**config.mk**
```make
export PLATFORM = sky130hd
export DESIGN_NAME = fetch_unit
export DESIGN_NICKNAME = d
export VERILOG_FILES = /design/src/rtl/fetch_unit.sv
export SDC_FILE = /design/constraint.sdc
export NUM_CORES = 1
export LEC_CHECK = 0
export BUFFER_PORTS_ARGS = -buffer_cell sky130_fd_sc_hd__buf_2
export CAP_MARGIN = 0
export CORE_ASPECT_RATIO = 1.25
export CORE_MARGIN = 1
export CORE_UTILIZATION = 55
export CTS_BUF_LIST = sky130_fd_sc_hd__clkbuf_4
export DETAILED_ROUTE_END_ITERATION = 8
export PLACE_DENSITY = 0.79
export SLEW_MARGIN = 20
export SYNTH_ARGS = -nofsm -noshare
export SYNTH_HDL_FRONTEND = slang
export SYNTH_SLANG_ARGS = --single-unit
```
**constraint.sdc**
```tcl
create_clock -name clk -period 9.97 [get_ports clk]
set_clock_uncertainty 0.2 [all_clocks]
set_input_delay 1.994 -clock clk [delete_from_list [all_inputs] [get_ports clk]]
set_output_delay 1.994 -clock clk [all_outputs]
set_load 0.02 [all_outputs]
```
**src/rtl/fetch_unit.sv**
```systemverilog
// Instruction fetch stage: PC register, next-PC selection, circular return-address stack
// and the IF/ID pipeline register.
module fetch_unit #(
  parameter int unsigned    PC_W      = 12,
  parameter int unsigned    INST_W    = 19,
  parameter int unsigned    OFF_W     = 8,
  parameter int unsigned    RAS_DEPTH = 4,
  parameter logic [PC_W-1:0] RESET_PC = '0
) (
  input  logic                         clk,
  input  logic                         reset,
  input  logic                         stall_i,
  input  logic                         flush_i,
  input  logic [1:0]                   pc_sel_i,
  input  logic [OFF_W-1:0]             branch_off_i,
  input  logic [PC_W-1:0]              jump_target_i,
  input  logic                         push_call_i,
  input  logic                         err_clr_i,
  output logic [PC_W-1:0]              imem_addr_o,
  input  logic [INST_W-1:0]            imem_rdata_i,
  output logic [INST_W-1:0]            if_id_inst_o,
  output logic [PC_W-1:0]              if_id_pc_o,
  output logic                         if_id_valid_o,
  output logic [$clog2(RAS_DEPTH):0]   ras_count_o,
  output logic                         ras_overflow_o,
  output logic                         ras_underflow_o
);

  localparam int unsigned PtrW = $clog2(RAS_DEPTH);
  localparam int unsigned CntW = PtrW + 1;

  logic [PC_W-1:0]   pc_q, pc_d;
  logic [PC_W-1:0]   ras_q [RAS_DEPTH];
  logic [PtrW-1:0]   wp_q, wp_d;
  logic [CntW-1:0]   cnt_q, cnt_d;
  logic              ovf_q, ovf_d, unf_q, unf_d;
  logic [INST_W-1:0] inst_q;
  logic [PC_W-1:0]   if_pc_q;
  logic              valid_q;

  logic              ras_we;
  logic [PtrW-1:0]   ras_widx;
  logic [PC_W-1:0]   ras_wdata;
  logic [PtrW-1:0]   top_idx;
  logic [PC_W-1:0]   pc_seq;
  logic              empty, full, pop, ovf_set, unf_set;

  // wp_q points at the next free slot; when full it also points at the oldest entry.
  assign top_idx   = wp_q - PtrW'(1);
  assign pc_seq    = pc_q + PC_W'(1);
  assign empty     = (cnt_q == '0);
  assign full      = (cnt_q == CntW'(RAS_DEPTH));
  assign ras_wdata = if_pc_q + PC_W'(1);

  always_comb begin
    pc_d     = pc_q;
    wp_d     = wp_q;
    cnt_d    = cnt_q;
    ras_we   = 1'b0;
    ras_widx = wp_q;
    ovf_set  = 1'b0;
    unf_set  = 1'b0;
    pop      = 1'b0;
    if (!stall_i) begin
      unique case (pc_sel_i)
        2'b00: pc_d = pc_seq;
        2'b01: pc_d = pc_q + PC_W'($signed(branch_off_i));
        2'b10: pc_d = jump_target_i;
        2'b11: begin
          if (empty) begin
            pc_d    = pc_seq;
            unf_set = 1'b1;
          end else begin
            pc_d = ras_q[top_idx];
            pop  = 1'b1;
          end
        end
        default: pc_d = pc_seq;
      endcase
      // A push coinciding with a pop replaces the top entry in place.
      if (push_call_i && pop) begin
        ras_we   = 1'b1;
        ras_widx = top_idx;
      end else if (push_call_i) begin
        ras_we = 1'b1;
        wp_d   = wp_q + PtrW'(1);
        if (full) ovf_set = 1'b1;
        else      cnt_d   = cnt_q + CntW'(1);
      end else if (pop) begin
        wp_d  = top_idx;
        cnt_d = cnt_q - CntW'(1);
      end
    end
    ovf_d = ovf_set | (ovf_q & ~err_clr_i);
    unf_d = unf_set | (unf_q & ~err_clr_i);
  end

  always_ff @(posedge clk or posedge reset) begin
    if (reset) begin
      pc_q  <= RESET_PC;
      wp_q  <= '0;
      cnt_q <= '0;
      ovf_q <= 1'b0;
      unf_q <= 1'b0;
      for (int unsigned i = 0; i < RAS_DEPTH; i++) ras_q[i] <= '0;
    end else begin
      pc_q  <= pc_d;
      wp_q  <= wp_d;
      cnt_q <= cnt_d;
      ovf_q <= ovf_d;
      unf_q <= unf_d;
      if (ras_we) ras_q[ras_widx] <= ras_wdata;
    end
  end

  always_ff @(posedge clk or posedge reset) begin
    if (reset) begin
      inst_q  <= '0;
      if_pc_q <= '0;
      valid_q <= 1'b0;
    end else if (flush_i) begin
      inst_q  <= '0;
      valid_q <= 1'b0;
    end else if (!stall_i) begin
      inst_q  <= imem_rdata_i;
      if_pc_q <= pc_q;
      valid_q <= 1'b1;
    end
  end

  assign imem_addr_o     = pc_q;
  assign if_id_inst_o    = inst_q;
  assign if_id_pc_o      = if_pc_q;
  assign if_id_valid_o   = valid_q;
  assign ras_count_o     = cnt_q;
  assign ras_overflow_o  = ovf_q;
  assign ras_underflow_o = unf_q;

endmodule
```
==> results of run 1 <==
## layout by cell type, fill, tap and decap left out, drive strengths merged, types with 15 or more instances in the layout
cell type,synthesis,final
o21ai,26,26
mux2i,21,21
buf,18,97
nand2,34,34
nor2,74,74
dfrtp,99,99
xnor2,17,17
a21oi,54,54
inv,17,17
mux2,15,15
## metal layers
metal	part of all wire, %	global-route usage [%]
met5	0	0
met4	1.9	9.68
met3	4.2	3.93
met2	52	45.7
met1	42	34.3
## worst max-delay path, delay by kind of cell
| family | cells | cell delay (ns) |
|---|---|---|
| compound gates | 1 | 0.65 |
| xor+xnor | 1 | 0.20 |
| buf+inv | 1 | 0.24 |
| mux | 1 | 0.55 |
| simple gates | 1 | 0.71 |
## report_power, final
group | leakage, nW | switching, mW | internal [mW]
registers | 1.20 | 0.183 | 0.553
clock network | 0.0815 | 0.130 | 0.103
logic | 1.50 | 0.387 | 0.330
total | 2.78 | 0.701 | 0.985
## layout make-up
cell class	count	area share, %
diodes	1	0.0416
inverters	18	1.16
flip-flops and latches	99	41.2
multi-input cells	377	44.3
well taps	123	2.56
clock buffers	10	1.25
repair buffers	97	8.15
clock inverters	6	1.33
## through the flow
stage	instance area, um^2	utilization, %	setup slack (ns)	power [mW]
final	6010	64.9	5.77	1.69
after CTS	6000	64.7	5.83	1.69
after detailed placement	5850	63.0	5.34	1.45
after global routing	6010	64.9	5.57	1.80
after floorplan	5330	-	5.19	1.24
after global placement	5850	63.0	5.40	1.41
## worst min path at each step
stage	slack [ns]	cells past startpoint	startpoint	endpoint
2_1_floorplan	0.24	2	ras_q[15]$_DFFE_PP0P_	ras_q[15]$_DFFE_PP0P_
3_3_place_gp	0.25	2	ras_q[17]$_DFFE_PP0P_	ras_q[17]$_DFFE_PP0P_
3_5_place_dp	0.27	2	ras_q[20]$_DFFE_PP0P_	ras_q[20]$_DFFE_PP0P_
4_1_cts	0.30	2	ras_q[20]$_DFFE_PP0P_	ras_q[20]$_DFFE_PP0P_
5_1_grt	0.35	2	ras_q[14]$_DFFE_PP0P_	ras_q[14]$_DFFE_PP0P_
6_report	0.30	2	ras_q[15]$_DFFE_PP0P_	ras_q[15]$_DFFE_PP0P_
## kinds of logic after synthesis
group | Yosys count | share of synthesized area [%]
AO/OA/AOI/OAI | 135 | 16.0
XOR/XNOR | 26 | 4.41
adder cells (fa/ha/maj) | 15 | 3.80
buffers and inverters | 45 | 3.75
flip-flops | 99 | 46.5
multiplexers | 48 | 12.7
AND/OR/NAND/NOR | 153 | 12.9
## sequential cells by signal, summed over array words and instances, names as in the netlist
signal / cells
ras_count_o: 3
if_id_valid_o: 1
ras_overflow_o: 1
ras_underflow_o: 1
imem_addr_o: 12
if_id_inst_o: 19
ras_q: 48
if_id_pc_o: 12
wp_q: 2
==> metrics.csv, run 1 <==
metric;value;unit
hp-class;flop to flop;
syn-cell-area;5330;um^2
r2r-start;ras_count_o[1]$_DFFE_PP0P_;
ir_drop;0.000139;V
timing.final.crit_share;42.1;%
fin_hold_ws;0.296;ns
clk-insertion-delay-late;0.45;ns
clock.fmax;0.238;GHz
tns;0;ns
ios;96;
synth.area.top_cells;dfrtp_1 (46%), nor2_1 (5.1%), a21oi_1 (5.0%);
start_util;57.5;%
p_per_area;280;nW/um^2
drt_first_pass_iters;4;
clock_sinks;99;
fill_cells;754;
fin_nets;664;
synthesis.nets;583;
async_flop_share;100;%
fp.dieH;112;um
cp_cell_sequence;buf_2, o311a_1, xnor2_2, nand4b_1, mux2_2;
antenna_left;0;
path_clk_slew;0.14;ns
r2r-end;ras_q[13]$_DFFE_PP0P_;
cp.arrival;4.35;ns
tightestPinTransition;1.10;ns
crit_path_end;ras_q[13]$_DFFE_PP0P_;
yosysWarnings;0;
fp.dieW;90.1;um
cp-end-kind;flop;
synth_common_cells;dfrtp_1 (99), nor2_1 (73), a21oi_1 (53);
core;9270;um^2
rows;39;
finalHoldViolations;0;
dpl.hpwl;9180;um
critical_path_class;input pin to flop;
overflow;0;
ys_ff_latch;99;
yosys.area.top_type;dfrtp_1;
die_area;10100;um^2
post-route-min-period;4.20;ns
synthMostInstantiatedCell;dfrtp_1;
postCtsHoldBufs;0;
drc;0;
port_buffers;95;
ff2ff_path_depth;4;
yosys.area.top_type_share;46.5;%
ff2ff_setup_slack;7.02;ns
antenna_found_initial;1;
ys_seq_area_share;46.5;%
avgViaCountPerCell;5.92;
fin_cells;731;
multi_input_area;2670;um^2
post-place-cells;714;
synth_edf_count;0;
vias;4326;
grt_setup_unrepaired;false;
grt_pass1_wl;21000;um
max_stage_delay;0.71;ns
setup_viol;0;
drv_cap;0;
drt_iter0_drc;315;
ctsResizeCount;0;
crit_path_top_delay_cell;nand4b_1;
p_leak;2.78;nW
layout-drive-gt1-share;23.4;%
track_usage;26.6;%
post_cts_buffers;0;
wl;12800;um
root_buffer;clkbuf_4;
wire_per_inst;17.4;um
place_congestion;0.798;
cts_tree;done;
slew_violations;0;
cts_buffer_depth;2;
synth_cell_types;62;
area_growth;12.8;%
yosys_most_used_dff;dfrtp_1;
syn_inst;521;
h-tree-depth;3;
cp-start-kind;input pin;
worstPathRequired;10.12;ns
grt_pass1_vias;4280;
cts_buffers;9;
avgSynthCellArea;10.2;um^2
grt_start_max_net_pins;61;
cp_max_fo;23;
status;complete, no violations;
crit_start;pc_sel_i[1];
slew_headroom;26.5;%
seq_area;2480;um^2
Power figures use the tool's default switching activity.
==> run 2, diff against run 1 <==
Clock period 9.97 ns to 4.28 ns, I/O delays scaled along.
==> run 2 against run 1 <==
Effect of this change:
- sequential cell count unchanged
- die area unchanged
- via count increased by 2.0%
- critical endpoint is now ras_q[20]$_DFFE_PP0P_
==> metrics.csv, run 2 (synthesis gave the netlist of run 1 again) <==
metric;value;unit
status;complete, no violations;
postCtsHoldBufs;0;
tns;0;ns
cp_top_family;compound AO/OA/AOI/OAI gates;
place_congestion;0.901;
track_usage;27.0;%
avgViaCountPerCell;5.99;
fp.dieW;90.1;um
grt_setup_unrepaired;false;
ctsResizeCount;0;
mostFrequentLayoutCells;dfrtp_1 (99), buf_2 (95), nor2_1 (72);
hp-class;input pin to async pin;
grt_pass1_wl;21400;um
path_clk_slew;0.15;ns
fp.dieH;112;um
core;9270;um^2
antenna_found_initial;1;
wire_per_inst;17.6;um
dpl.hpwl;9530;um
ir_drop;0.000334;V
clock_sinks;99;
setup_viol;0;
cp-start-kind;input pin;
drc;0;
crit_path_top_delay_cell;o311a_1;
finalHoldViolations;0;
worstPathRequired;4.40;ns
p_leak;2.83;nW
crit_cells;7;
root_buffer;clkbuf_4;
pre_cts_ws;1.06;ns
ff2ff_path_depth;6;
port_buffers;95;
top_register;ras_q;
slew_headroom;38.9;%
r2r-end;imem_addr_o[6]$_DFFE_PP0N_;
start_util;57.5;%
grt_pass1_vias;4289;
h-tree-depth;3;
vias;4414;
slew_violations;0;
clk-insertion-delay-late;0.46;ns
cts_buffers;9;
timing.final.crit_share;63.5;%
cp_max_fo;16;
worst_slack;1.56;ns
stdcell_area;6080;um^2
tightestPinTransition;0.916;ns
ff2ff_setup_slack;1.57;ns
post-route-min-period;2.72;ns
drt_iter0_drc;334;
r2r-start;wp_q[1]$_DFFE_PP0P_;
ios;96;
grt_start_max_net_pins;53;
die_area;10100;um^2
cp_cell_sequence;buf_2, o311a_1, xnor2_2, nand4b_1, buf_4, nand2_1, o21ai_0;
area_growth;14.1;%
drt_first_pass_iters;5;
cp-end-kind;flop;
cp_num_buf_inv;2;
drv_cap;0;
critical_path_class;input pin to flop;
crit_path_end;ras_q[20]$_DFFE_PP0P_;
overflow;0;
placed_area;5890;um^2
cp.arrival;2.84;ns
largest_reg_flops;48;
cts_buffer_depth;2;
final_common_cell;dfrtp_1;
p_per_area;661;nW/um^2
rows;39;
crit_start;pc_sel_i[1];
clock.fmax;0.368;GHz
wl;13000;um
fin_nets;670;
layout-drive-gt1-share;24.5;%
cts_tree;done;
antenna_left;0;
max_stage_delay;0.64;ns
post_cts_buffers;0;
p_total;4.02;mW
==> run 2: power by group <==
group          switching [mW]  internal (mW)
Combinational           0.910          0.777
Sequential              0.429           1.29
Clock                   0.314          0.305
==> run 2: final cells by class <==
class,instances,area [um^2]
fillers,761,3190
diodes,1,2.50
multi-input cells,377,2660
flip-flops and latches,99,2480
clock buffers,10,75.1
clock inverters,6,113
repair buffers,103,536
inverters,18,70.1
well taps,123,154
==> run 2: worst min path at each step <==
stage / startpoint / end / slack (ns)
after global routing: reset / ras_q[42]$_DFFE_PP0P_ / 0.30
after CTS: reset / ras_q[18]$_DFFE_PP0P_ / 0.27
after floorplan: ras_q[15]$_DFFE_PP0P_ / ras_q[15]$_DFFE_PP0P_ / 0.24
after global placement: ras_q[14]$_DFFE_PP0P_ / ras_q[14]$_DFFE_PP0P_ / 0.26
after detailed placement: ras_q[16]$_DFFE_PP0P_ / ras_q[16]$_DFFE_PP0P_ / 0.27
final: reset / if_id_pc_o[11]$_DFFE_PP0P_ / 0.27
==> run 2: layer usage <==
metal | GRT usage [%] | vias to the layer above | wire [um]
li1 | - | 2053 | -
met1 | 35.8 | 2174 | 5360
met2 | 44.4 | 153 | 6550
met3 | 2.64 | 34 | 647
met4 | 14.0 | 0 | 438
met5 | 0 | - | 0
==> run 2: worst register-to-register path: cells and delay by family (launching register included) <==
| kind | cells | cell delay (ns) |
|---|---|---|
| DFF | 1 | 0.97 |
| muxes | 1 | 0.65 |
| AOI/OAI and AO/OA | 3 | 0.55 |
| and+or+nand+nor | 2 | 0.24 |
==> run 2: stage by stage <==
| step | std cells | util (%) | hold slack, ns |
|---|---|---|---|
| after floorplan | 521 | - | 0.242 |
| after global placement | 720 | 63.5 | 0.261 |
| after detailed placement | 720 | 63.5 | 0.267 |
| after CTS | 736 | 65.6 | 0.269 |
| after global routing | 737 | 65.6 | 0.304 |
| final | 737 | 65.6 | 0.273 |
==> run 3, diff against run 2 <==
Settings changed: ABC_AREA set to 1, PLACE_DENSITY 0.79 to 0.78.
Clock period 4.28 ns to 2.55 ns, I/O delays scaled along.
==> run 3 against run 2 <==
Effect of this change:
- worst hold slack got worse by 0.25 ns
- synthesized cell count rose by 40%
- cell area rose by 10%
- global-route usage rose by 3.2 points
- wire length rose by 17%
- first-iteration DRC count fell by 7.8%
- combinational power rose by 86%
- worst setup slack got worse by 1.2 ns
- clock power rose by 60%
- final cell count rose by 34%
- critical path type is now flop to flop
- largest cell class unchanged
==> metrics.csv, run 3 <==
metric;value;unit
antenna_cells;0;
cts_tree;done;
wl;15200;um
cp_max_fo;3;
fp.dieW;92.8;um
cp.arrival;2.41;ns
grt_start_max_net_pins;33;
final_common_cell;nand2_1;
antenna_left;0;
yosysWarnings;0;
placed_area;6420;um^2
fin_nets;915;
cp-start-kind;flop;
grt_pass1_wl;24900;um
synth_common_cells;nand2_1 (236), dfrtp_1 (99), inv_1 (69);
clock.fmax;0.447;GHz
rows;41;
synthMostInstantiatedCell;nand2_1;
ys_ff_latch;99;
avgViaCountPerCell;5.46;
layout-drive-gt1-share;21.3;%
drc;0;
yosys.area.top_type;dfrtp_1;
place_congestion;0.972;
post-route-min-period;2.24;ns
finalHoldViolations;0;
ir_drop;0.000442;V
yosys.area.top_type_share;43.7;%
post_cts_buffers;0;
critical_path_class;flop to flop;
fin_hold_ws;0.0209;ns
ctsResizeCount;0;
syn-cell-area;5670;um^2
slew_headroom;50.3;%
core;10100;um^2
antenna_found_initial;0;
top_register;ras_q;
fp.dieH;116;um
ios;96;
synth.area.top_cells;dfrtp_1 (44%), nand2_1 (16%), nand3_1 (5.2%);
cts_buffer_depth;2;
postCtsHoldBufs;10;
largest_reg_flops;48;
drt_iter0_drc;308;
stdcell_area;6710;um^2
port_buffers;95;
h-tree-depth;3;
synth_cell_types;41;
syn_inst;731;
clock_sinks;99;
vias;5388;
timing.final.crit_share;87.8;%
worstPathRequired;2.73;ns
hp-class;input pin to flop;
path_clk_slew;0.16;ns
status;complete, no violations;
slew_violations;0;
overflow;0;
grt_setup_unrepaired;false;
pre_cts_ws;0.121;ns
synthesis.nets;793;
mostFrequentLayoutCells;nand2_1 (236), dfrtp_1 (99), buf_2 (95);
drv_cap;0;
tightestPinTransition;0.744;ns
clk-insertion-delay-late;0.48;ns
setup_viol;0;
worst_slack;0.312;ns
start_util;56.4;%
p_leak;3.56;nW
p_per_area;988;nW/um^2
area_growth;18.4;%
die_area;10700;um^2
drt_first_pass_iters;5;
root_buffer;clkbuf_4;
wire_per_inst;15.4;um
cts_buffers;9;
async_flop_share;100;%
tns;0;ns
grt_pass1_vias;5285;
dpl.hpwl;11600;um
track_usage;30.2;%
yosys_most_used_dff;dfrtp_1;
ys_seq_area_share;43.7;%
synth_edf_count;0;
cp-end-kind;flop;
avgSynthCellArea;7.76;um^2
## run 3: cells by family after synthesis
kind of cell	synth area share, %
AND/OR/NAND/NOR	29.5
AO/OA/AOI/OAI	12.7
buffers and inverters	7.46
adder cells (fa/ha/maj)	3.57
flip-flops	43.7
XOR/XNOR	3.11
## run 3: layout make-up
| class | instances | area [um^2] |
|---|---|---|
| Clock buffer | 10 | 75.1 |
| Clock inverter | 6 | 96.3 |
| Fill cell | 891 | 3340 |
| Inverter | 74 | 289 |
| Multi-Input combinational cell | 536 | 2770 |
| Sequential cell | 99 | 2480 |
| Tap cell | 129 | 161 |
| Timing Repair Buffer | 133 | 841 |
## run 3: final timing paths
path / slack [ns] / cells past startpoint / start / endpoint
hold / removal: 0.02 / 3 / imem_rdata_i[12] / if_id_inst_o[12]$_DFFE_PP0P_
setup / recovery: 0.31 / 12 / imem_addr_o[0]$_DFFE_PP0N_ / imem_addr_o[8]$_DFFE_PP0N_
min in group asynchronous: 0.49 / 3 / reset / if_id_inst_o[18]$_DFFE_PP0P_
hold reg to reg: 0.30 / 2 / ras_q[6]$_DFFE_PP0P_ / ras_q[6]$_DFFE_PP0P_
setup reg to reg: 0.31 / 12 / imem_addr_o[0]$_DFFE_PP0N_ / imem_addr_o[8]$_DFFE_PP0N_
max in group asynchronous: 1.01 / 4 / reset / if_id_inst_o[3]$_DFFE_PP0P_
## run 3: critical path, stage by stage (launching register included)
cell and delay (ns):
dfrtp_1 0.43, ha_1 0.23, fa_1 0.43, nand2_1 0.11, nand3_1 0.08, o21ai_0 0.13, inv_1 0.10, nand2_1 0.09
nand3b_1 0.08, nand3_1 0.08, nand2_1 0.07, nand2_1 0.06, nand2_1 0.05
## run 3: routing by layer
layer  up-vias  global-route usage (%)  wire [um]
met5         -                       0          0
met4         0                    15.6        665
met3        50                    5.84        875
met2       202                    52.0       7660
met1      2517                    35.8       6010
li1       2619                       -          -
## run 3: where the power goes
group	leakage (nW)	internal, mW	switching (mW)
logic	2.21	1.16	1.99
clock network	0.0948	0.425	0.565
registers	1.25	2.08	0.414
total	3.56	3.66	2.97
## run 3: per-stage QoR
stage	instances	total power, mW	util [%]
global route	987	7.14	66.8
floorplan	731	4.65	-
finish	987	6.63	66.8
detailed placement	959	5.62	63.9
global placement	959	5.50	63.9
CTS	985	6.62	66.6
